**config.mk**
```make
export PLATFORM = sky130hd
export DESIGN_NAME = mesh_test_sequencer_flat
export DESIGN_NICKNAME = d
export VERILOG_FILES = /design/src/rtl/mesh_test_sequencer_if.sv /design/src/rtl/mesh_test_sequencer.sv /design/src/flat_wrapper.sv
export SDC_FILE = /design/constraint.sdc
export NUM_CORES = 1
export LEC_CHECK = 0
export BUFFER_PORTS_ARGS = -buffer_cell sky130_fd_sc_hd__buf_2
export CORE_MARGIN = 2
export CORE_UTILIZATION = 49
export CTS_CLUSTER_SIZE = 28
export DETAILED_ROUTE_END_ITERATION = 16
export GPL_ROUTABILITY_DRIVEN = 0
export GPL_TIMING_DRIVEN = 0
export PLACE_DENSITY_LB_ADDON = 0.3
export SLEW_MARGIN = 20
export SYNTH_ARGS = -nofsm -noshare
export SYNTH_HDL_FRONTEND = slang
export SYNTH_SLANG_ARGS = --single-unit
```
**constraint.sdc**
```tcl
create_clock -name clk -period 4.2 [get_ports clk]
set_clock_uncertainty 0.2 [all_clocks]
set_input_delay 1.05 -clock clk [delete_from_list [all_inputs] [get_ports clk]]
set_output_delay 1.05 -clock clk [all_outputs]
set_load 0.005 [all_outputs]
```
**src/rtl/mesh_test_sequencer_if.sv**
```systemverilog
// Bundle of host-facing control/status and mesh-facing signals for the
// mesh test sequencer. The sequencer is the slave; the host plus mesh
// environment is the master.
interface mesh_test_sequencer_if #(
  parameter int X = 2,
  parameter int Y = 2
);
  localparam int N = X * Y;

  logic            go;
  logic [N-1:0]    send_mask;
  logic            start;
  logic [N-1:0]    enable_send;
  logic            mesh_done;
  logic [32*N-1:0] receive_count;
  logic            busy;
  logic            result_valid;
  logic            pass;
  logic            timed_out;
  logic [31:0]     total_received;
  logic [31:0]     run_cycles;

  modport master (
    output go, send_mask, mesh_done, receive_count,
    input  start, enable_send, busy, result_valid, pass, timed_out,
           total_received, run_cycles
  );

  modport slave (
    input  go, send_mask, mesh_done, receive_count,
    output start, enable_send, busy, result_valid, pass, timed_out,
           total_received, run_cycles
  );
endinterface

```
**src/rtl/mesh_test_sequencer.sv**
```systemverilog
// Mesh test sequencer: launches a traffic run on a PE mesh, waits for
// completion or timeout, lets the mesh settle, sums the per-PE receive
// counters one slice per cycle and reports pass/fail against the number
// of packets the enabled PEs were asked to send.
// Every output is a flop whose next value is chosen from the next state,
// so an output is valid in the same cycle the state it belongs to is.
module mesh_test_sequencer #(
  parameter int X            = 2,
  parameter int Y            = 2,
  parameter int NUM_PACKETS  = 100,
  parameter int TIMEOUT      = 100000,
  parameter int DRAIN_CYCLES = 64
) (
  input logic                  clk,
  input logic                  rst,
  mesh_test_sequencer_if.slave bus
);

  localparam int N = X * Y;
  localparam int DRAIN_LAST = (DRAIN_CYCLES > 0) ? DRAIN_CYCLES - 1 : 0;
  localparam int TIMEOUT_LAST = (TIMEOUT > 0) ? TIMEOUT - 1 : 0;

  typedef enum logic [2:0] {
    IDLE,
    ARM,
    RUN,
    DRAIN,
    SUM,
    REPORT
  } state_t;

  state_t        state_q, state_d;
  logic [N-1:0]  mask_q, mask_d;
  logic [31:0]   expected_q, expected_d;
  logic [31:0]   cnt_q, cnt_d;
  logic          start_q, start_d;
  logic [N-1:0]  enable_send_q, enable_send_d;
  logic          busy_q, busy_d;
  logic          result_valid_q, result_valid_d;
  logic          pass_q, pass_d;
  logic          timed_out_q, timed_out_d;
  logic [31:0]   total_q, total_d;
  logic [31:0]   run_cycles_q, run_cycles_d;

  logic [31:0]   ones;
  logic [31:0]   slice;

  // Number of PEs enabled by the incoming mask, used to form the expected total
  always_comb begin
    ones = '0;
    for (int i = 0; i < N; i++) begin
      ones = ones + {31'd0, bus.send_mask[i]};
    end
  end

  // Receive counter slice selected by the SUM step counter
  always_comb begin
    slice = '0;
    for (int i = 0; i < N; i++) begin
      if (cnt_q == 32'(i)) begin
        slice = bus.receive_count[32*i +: 32];
      end
    end
  end

  // Next-state and next-output logic for the whole run sequence
  always_comb begin
    state_d        = state_q;
    mask_d         = mask_q;
    expected_d     = expected_q;
    cnt_d          = cnt_q;
    start_d        = 1'b0;
    enable_send_d  = '0;
    busy_d         = 1'b1;
    result_valid_d = result_valid_q;
    pass_d         = pass_q;
    timed_out_d    = timed_out_q;
    total_d        = total_q;
    run_cycles_d   = run_cycles_q;

    case (state_q)
      IDLE: begin
        busy_d = 1'b0;
        if (bus.go) begin
          mask_d         = bus.send_mask;
          expected_d     = ones * 32'(NUM_PACKETS);
          result_valid_d = 1'b0;
          pass_d         = 1'b0;
          timed_out_d    = 1'b0;
          total_d        = '0;
          run_cycles_d   = '0;
          cnt_d          = '0;
          busy_d         = 1'b1;
          enable_send_d  = bus.send_mask;
          state_d        = ARM;
        end
      end

      ARM: begin
        start_d       = 1'b1;
        enable_send_d = mask_q;
        state_d       = RUN;
      end

      RUN: begin
        run_cycles_d = run_cycles_q + 32'd1;
        cnt_d        = '0;
        if (bus.mesh_done) begin
          state_d = DRAIN;
        end else if (run_cycles_q == 32'(TIMEOUT_LAST)) begin
          timed_out_d = 1'b1;
          state_d     = DRAIN;
        end else begin
          start_d       = 1'b1;
          enable_send_d = mask_q;
        end
      end

      DRAIN: begin
        if (cnt_q == 32'(DRAIN_LAST)) begin
          cnt_d   = '0;
          state_d = SUM;
        end else begin
          cnt_d = cnt_q + 32'd1;
        end
      end

      SUM: begin
        total_d = total_q + slice;
        if (cnt_q == 32'(N - 1)) begin
          cnt_d   = '0;
          state_d = REPORT;
        end else begin
          cnt_d = cnt_q + 32'd1;
        end
      end

      REPORT: begin
        pass_d         = !timed_out_q && (total_q == expected_q);
        result_valid_d = 1'b1;
        busy_d         = 1'b0;
        state_d        = IDLE;
      end

      default: begin
        busy_d  = 1'b0;
        state_d = IDLE;
      end
    endcase
  end

  // State and output registers with synchronous reset
  always_ff @(posedge clk) begin
    if (rst) begin
      state_q        <= IDLE;
      mask_q         <= '0;
      expected_q     <= '0;
      cnt_q          <= '0;
      start_q        <= 1'b0;
      enable_send_q  <= '0;
      busy_q         <= 1'b0;
      result_valid_q <= 1'b0;
      pass_q         <= 1'b0;
      timed_out_q    <= 1'b0;
      total_q        <= '0;
      run_cycles_q   <= '0;
    end else begin
      state_q        <= state_d;
      mask_q         <= mask_d;
      expected_q     <= expected_d;
      cnt_q          <= cnt_d;
      start_q        <= start_d;
      enable_send_q  <= enable_send_d;
      busy_q         <= busy_d;
      result_valid_q <= result_valid_d;
      pass_q         <= pass_d;
      timed_out_q    <= timed_out_d;
      total_q        <= total_d;
      run_cycles_q   <= run_cycles_d;
    end
  end

  assign bus.start          = start_q;
  assign bus.enable_send    = enable_send_q;
  assign bus.busy           = busy_q;
  assign bus.result_valid   = result_valid_q;
  assign bus.pass           = pass_q;
  assign bus.timed_out      = timed_out_q;
  assign bus.total_received = total_q;
  assign bus.run_cycles     = run_cycles_q;

endmodule

```
**src/flat_wrapper.sv**
```systemverilog
// flat-port wrapper written by rule: the top's interface ports become plain ports
module mesh_test_sequencer_flat 
#(
  parameter int X            = 2,
  parameter int Y            = 2,
  parameter int NUM_PACKETS  = 100,
  parameter int TIMEOUT      = 100000,
  parameter int DRAIN_CYCLES = 64
)
  (clk, rst, bus_go, bus_send_mask, bus_mesh_done, bus_receive_count, bus_start, bus_enable_send, bus_busy, bus_result_valid, bus_pass, bus_timed_out, bus_total_received, bus_run_cycles);
  mesh_test_sequencer_if #(.X(X), .Y(Y)) bus_i ();
  input logic clk;
  input logic rst;
  input wire logic [$bits(bus_i.go)-1:0] bus_go;
  input wire logic [$bits(bus_i.send_mask)-1:0] bus_send_mask;
  input wire logic [$bits(bus_i.mesh_done)-1:0] bus_mesh_done;
  input wire logic [$bits(bus_i.receive_count)-1:0] bus_receive_count;
  output wire logic [$bits(bus_i.start)-1:0] bus_start;
  output wire logic [$bits(bus_i.enable_send)-1:0] bus_enable_send;
  output wire logic [$bits(bus_i.busy)-1:0] bus_busy;
  output wire logic [$bits(bus_i.result_valid)-1:0] bus_result_valid;
  output wire logic [$bits(bus_i.pass)-1:0] bus_pass;
  output wire logic [$bits(bus_i.timed_out)-1:0] bus_timed_out;
  output wire logic [$bits(bus_i.total_received)-1:0] bus_total_received;
  output wire logic [$bits(bus_i.run_cycles)-1:0] bus_run_cycles;
  assign bus_i.go = bus_go;
  assign bus_i.send_mask = bus_send_mask;
  assign bus_i.mesh_done = bus_mesh_done;
  assign bus_i.receive_count = bus_receive_count;
  assign bus_start = bus_i.start;
  assign bus_enable_send = bus_i.enable_send;
  assign bus_busy = bus_i.busy;
  assign bus_result_valid = bus_i.result_valid;
  assign bus_pass = bus_i.pass;
  assign bus_timed_out = bus_i.timed_out;
  assign bus_total_received = bus_i.total_received;
  assign bus_run_cycles = bus_i.run_cycles;
  mesh_test_sequencer #(.X(X), .Y(Y), .NUM_PACKETS(NUM_PACKETS), .TIMEOUT(TIMEOUT), .DRAIN_CYCLES(DRAIN_CYCLES)) u_core (.clk(clk), .rst(rst), .bus(bus_i));
endmodule
```
==> out/qor.yml, run 1 <==
cts_tree: "done"
status: "finished with violations"
insertion_delay_ps: 430
antenna_found_initial: 1
num_io_pins: 209
vias: 9012
grt_first_pass_wirelength_mm: 40.4
overflow: 0
holdCritPathClass: "register to register"
grt_max_degree: 17
p_int_mw: 2.92
synth_seq_cells: 120
final_area_sq_um: 11000
setup_slack_ps: -379
async_reset_ff_share_pct: 0
fin_nets: 1512
grt_util_all_layers_pct: 28.1
setup_tns_ps: -4290
crit_required_ps: 4330
register_area_sq_um: 2420
synth.most_common_cell: "nor2_1"
cts.sinks: 120
ant_nets: 0
first_global_vias: 8338
violations: "negative setup slack"
crit_type: "register to register"
core_area_sq_um: 16000
comb_power_share_pct: 39.4
synth_cells: 1050
drc_errors: 0
ys.warnings.count: 0
cp_max_fo: 6
syn-num-nets: 1240
dpl.cell_count: 1474
path_clk_slew_ps: 60
peakVddDrop_mv: 0.369
rows: 46
tightest_slew_ps: 831
die_w_microns: 132
synth_edf_count: 0
drt-total-wl_mm: 26.6
clock_path_buffers: 2
swShare_pct: 34.8
area_delta_synth_final_pct: 36.2
die_y_microns: 132
maxCapViolations: 0
yosys-top-cells-count: "nor2_1, nand2_1, dfxtp_1"
min_period_ps: 4580
synth_top_area_share_pct: 29.8
arrival_ps: 4710
drive_gt1_share_pct: 32.5
layout.cells.non_filler: 1551
power_frac_clock_pct: 33.4
rsz0062_at_grt: "true"
finalMaxSlewViolations: 0
viasPerCell: 5.81
p_per_area_nw_per_um2: 408
place_ws_ps: -1020
htreeDepth: 4
io_buffer_count: 208
synthDistinctLibCells: 74
end_kind: "register"
setup-violations-final: 19
r2r_slack_ps: -380
synth-main-ff-cell: "dfxtp_1"
multiInputGateArea_sq_um: 5840
cts-hold-fix-buffers: 0
synth_area_leaders: "dfxtp_1, ha_1, a21oi_1"
seqPwrFrac_pct: 27.2
synth_seq_area_share_pct: 29.8
p_leak_nw: 4.82
cp-start-kind: "register"
yosysTopAreaCell: "dfxtp_1"
cts-buffers-inserted: 17
wl_per_cell_microns: 17.1
netSwitchingPower_mw: 1.56
timing.fmax_ghz: 0.218
min_period_over_period_pct: 109
maxSlewHeadroom_pct: 44.2
drt_pass1_iterations: 10
start_util_pct: 50.3
syn_area_per_cell_sq_um: 7.67
fill_cells: 1290
cts_root_buf: "clkbuf_16"
place_area_sq_um: 9390
post_synth_instance_area_sq_um: 8050
place_hpwl_mm: 17.7
hold_viol: 0
die-area_sq_um: 17500
first_iter_violations: 733
-- power groups by stage --
stage | clock, mW | sequential [mW] | combinational [mW]
floorplan | 0 | 1.23 | 0.994
global route | 1.55 | 1.22 | 1.92
global placement | 0 | 1.24 | 1.34
finish | 1.49 | 1.22 | 1.77
detailed placement | 0 | 1.24 | 1.36
CTS | 1.50 | 1.22 | 1.60
-- state kept, by name (all words and copies together) (netlist names) --
name,flops
u_core.bus.busy,1
u_core.state_q,3
u_core.bus.pass,1
u_core.expected_q,8
u_core.bus.run_cycles,32
u_core.bus.enable_send,4
u_core.bus.result_valid,1
u_core.bus.total_received,32
u_core.mask_q,4
u_core.cnt_q,32
u_core.bus.start,1
u_core.bus.timed_out,1
-- kinds of logic after synthesis --
logic type / Yosys count / share of synthesized area, %
fa+ha+maj: 54 / 8.76
mux: 11 / 1.49
buf+inv: 73 / 3.90
compound gates: 283 / 21.7
simple gates: 448 / 27.5
flops: 120 / 29.8
xor+xnor: 61 / 6.81
-- area by class of cell --
| type | instances | area share (%) |
|---|---|---|
| timing repair buffer | 255 | 13.0 |
| clock inverter | 7 | 1.07 |
| multi-input combinational | 857 | 53.3 |
| antenna | 1 | 0.0228 |
| tap | 216 | 2.46 |
| buffer | 50 | 2.96 |
| clock buffer | 24 | 4.39 |
| sequential | 120 | 22.1 |
| inverter | 21 | 0.719 |
-- critical path, stage by stage (launching register included) --
cell and delay [ps]:
dfxtp_4 350, nor4_4 270, nand4_1 230, nor4_4 390
and3b_1 250, buf_6 140, buf_6 120, buf_6 90
a22oi_2 60, nor2_2 130, a21oi_2 50, o21ai_2 250
ha_1 280, a21oi_2 210, nand4b_1 180, nand4_1 200
nand4_1 200, buf_4 160, nand3_4 80, a211oi_2 200
xnor3_1 240, a22o_1 180
-- worst paths after layout --
path / start / end / cells after the start
worst max-delay path: u_core.cnt_q[15]$_SDFFE_PP0P_ / u_core.bus.total_received[31]$_SDFFE_PP0P_ / 21
worst min-delay path: u_core.mask_q[3]$_SDFFE_PP0P_ / u_core.bus.enable_send[3]$_SDFF_PP0_ / 2
worst max register to register: u_core.cnt_q[15]$_SDFFE_PP0P_ / u_core.bus.total_received[31]$_SDFFE_PP0P_ / 21
worst min register to register: u_core.mask_q[3]$_SDFFE_PP0P_ / u_core.bus.enable_send[3]$_SDFF_PP0_ / 2
-- stage by stage --
stage                     power [mW]  util (%)  hold WS [ps]
after floorplan                 2.23         -           237
after global placement          2.58      58.7           242
after detailed placement        2.60      58.7           250
after CTS                       4.32      66.4           257
after global routing            4.69      68.5           276
final                           4.48      68.5           256
-- cells in the final DEF, fill, tap and decap left out, types with 18 or more instances in the layout --
master and n:
nand2_1 123, inv_1 21, a22oi_1 42, nand3_1 44
buf_4 46, a21oi_1 88, nand4_1 23, buf_2 210
xor2_1 39, a21oi_2 18, ha_1 38, o21ai_0 23
nor2_1 131, xnor2_1 21, dfxtp_1 111, o21ai_1 18
o21ai_2 21, clkbuf_1 27
-- per-layer routing --
layer | share of wire, % | routed length (microns) | vias up | track usage, %
li1 | - | - | 4319 | -
met1 | 41 | 10800 | 4172 | 33.1
met2 | 48 | 12800 | 427 | 48.8
met3 | 6.9 | 1820 | 94 | 6.42
met4 | 4.1 | 1090 | 0 | 12.2
met5 | 0 | 0 | - | 0
-- timing repair --
item / in CTS / in global routing
setup endpoints to repair: 26 / 24
gates cloned: 0 / 0
gates resized for setup: 114 / 66
setup buffers: 41 / 11
pin swaps: 53 / 59
Note: power is estimated with default switching activity, not from simulation.
==> run 2, diff against run 1 <==
==> constraint.sdc (replaced) <==
create_clock -name clk -period 3.9 [get_ports clk]
set_clock_uncertainty 0.2 [all_clocks]
set_input_delay 0.975 -clock clk [delete_from_list [all_inputs] [get_ports clk]]
set_output_delay 0.975 -clock clk [all_outputs]
set_load 0.005 [all_outputs]
==> run 2 against run 1 <==
The run still ends with negative setup slack left. First-iteration DRC count shrank 8.9%. Clock-buffer cell count shrank 4. Non-clock buffer count grew 9. Sequential share of layout area shrank 0.14 points. Combinational power grew 7%. Maximum frequency grew 1.7%. Utilization grew 0.41 points. Critical path depth shrank 2. Hold slack lost 3.6 ps. Sequential cell count is the same. Total power grew 6.5%. Design area grew 0.59%.
==> out/qor.yml, run 2 (synthesis gave the netlist of run 1 again) <==
cts.sinks: 120
num_io_pins: 209
clock_path_buffers: 2
violations: "negative setup slack"
min_period_over_period_pct: 116
area_delta_synth_final_pct: 37.0
p_leak_nw: 4.86
slowest_stage: "or4b_4"
vias: 9111
viasPerCell: 5.84
critical_path.max_stage_delay_ps: 490
final_area_sq_um: 11000
setup_slack_ps: -605
final_util_pct: 68.9
place_area_sq_um: 9430
holdCritPathClass: "register to register"
grt_max_degree: 17
start_util_pct: 50.3
reg2reg_depth: 19
maxSlewHeadroom_pct: 45.9
p_per_area_nw_per_um2: 432
crit_type: "register to register"
cts-buffers-inserted: 17
cts_tree: "done"
cp_max_fo: 10
grt_util_all_layers_pct: 28.0
place_ws_ps: -998
hold_viol: 0
dpl.cell_count: 1474
min_period_ps: 4500
first_iter_violations: 668
core_area_sq_um: 16000
r2r-start: "u_core.cnt_q[15]$_SDFFE_PP0P_"
end_kind: "register"
peakVddDrop_mv: 0.354
setup_tns_ps: -9380
antenna_found_initial: 1
wl_per_cell_microns: 16.8
status: "finished with violations"
crit_cells: 19
arrival_ps: 4600
route.met2.wl_mm: 13.0
wl_met3_mm: 1.86
cp-start-kind: "register"
die_w_microns: 132
final_cell_mix: "buf_2, nor2_1, nand2_1"
cp_num_buf_inv: 2
tightest_slew_ps: 808
place_hpwl_mm: 17.9
drc_errors: 0
first_global_vias: 8454
drive_gt1_share_pct: 33.3
setup-violations-final: 25
final_common_cell: "buf_2"
path_delay_family: "simple AND/OR/NAND/NOR gates"
cts_root_buf: "clkbuf_16"
top_layer: "met4"
htreeDepth: 4
rows: 46
die-area_sq_um: 17500
insertion_delay_ps: 430
finalMaxSlewViolations: 0
io_buffer_count: 208
maxCapViolations: 0
crit_required_ps: 4000
path_cells: "nor4_4 -> nand4_1 -> nor4_4 -> and3b_1 -> buf_6 -> buf_6 -> a22oi_1 -> nor2_1 -> a21oi_1 -> o21ai_1 -> ha_1 -> a21o_1 -> a21oi_2 -> or4b_4 -> a31o_4 -> a2111oi_4 -> nor2_1 -> xnor2_1 -> o21ai_1"
overflow: 0
layout.cells.non_filler: 1561
fin_nets: 1521
drt-total-wl_mm: 26.3
fill_cells: 1299
timing.fmax_ghz: 0.222
startpoint: "u_core.cnt_q[15]$_SDFFE_PP0P_"
rsz0062_at_grt: "true"
grt_first_pass_wirelength_mm: 40.4
ant_nets: 0
path_clk_slew_ps: 60
r2r_end: "u_core.bus.total_received[26]$_SDFFE_PP0P_"
wl_met1_mm: 10.6
r2r_slack_ps: -600
drt_pass1_iterations: 5
die_y_microns: 132
crit_end: "u_core.bus.total_received[26]$_SDFFE_PP0P_"
## run 2: what timing repair did
| item | 4_1_cts | 5_1_grt |
|---|---|---|
| hold buffers | 0 | 0 |
| gates resized for setup | 109 | 66 |
| endpoints found under the setup margin | 27 | 29 |
| pin swaps | 63 | 41 |
| buffers inserted | 45 | 11 |
## run 2: area by class of cell
cell class	count	area [sq um]	share of cell area, %
diodes	1	2.50	0.0227
plain buffers	50	328	2.97
clock buffers	20	457	4.14
clock inverters	12	125	1.13
inverters	21	78.8	0.715
multi-input cells	857	5850	53.1
flip-flops and latches	120	2420	21.9
well taps	216	270	2.45
repair buffers	264	1500	13.6
## run 2: layer usage
layer / global-route usage (%) / up-vias
li1: - / 4350
met1: 33.3 / 4306
met2: 49.1 / 375
met3: 6.19 / 80
met4: 10.9 / 0
met5: 0 / -
## run 2: per-stage QoR
step                hold slack (ps)  total power [mW]
finish                          253              4.77
global route                    272              5.01
CTS                             254              4.60
detailed placement              247              2.84
global placement                243              2.81
floorplan                       237              2.43
## run 2: worst min path at each step
stage | startpoint | to | slack [ps] | cells after the start
after global routing | u_core.mask_q[1]$_SDFFE_PP0P_ | u_core.mask_q[1]$_SDFFE_PP0P_ | 270 | 2
after floorplan | u_core.mask_q[0]$_SDFFE_PP0P_ | u_core.bus.enable_send[0]$_SDFF_PP0_ | 240 | 2
after global placement | u_core.mask_q[0]$_SDFFE_PP0P_ | u_core.mask_q[0]$_SDFFE_PP0P_ | 240 | 2
after detailed placement | u_core.mask_q[1]$_SDFFE_PP0P_ | u_core.mask_q[1]$_SDFFE_PP0P_ | 250 | 2
after CTS | u_core.mask_q[1]$_SDFFE_PP0P_ | u_core.mask_q[1]$_SDFFE_PP0P_ | 250 | 2
final | u_core.mask_q[1]$_SDFFE_PP0P_ | u_core.mask_q[1]$_SDFFE_PP0P_ | 250 | 2
## run 2: power breakdown
part	switching (mW)	internal, mW
Combinational	1.08	0.826
Sequential	0.0388	1.27
Clock	0.587	0.969
## run 2: worst reg2reg max path: stages (launching register included)
cell and delay [ps]:
dfxtp_2 350, nor4_4 280, nand4_1 240, nor4_4 380, and3b_1 220, buf_6 140
buf_6 140, a22oi_1 90, nor2_1 90, a21oi_1 50, o21ai_1 140, ha_1 270
a21o_1 210, a21oi_2 170, or4b_4 490, a31o_4 270, a2111oi_4 300, nor2_1 120
xnor2_1 170, o21ai_1 70
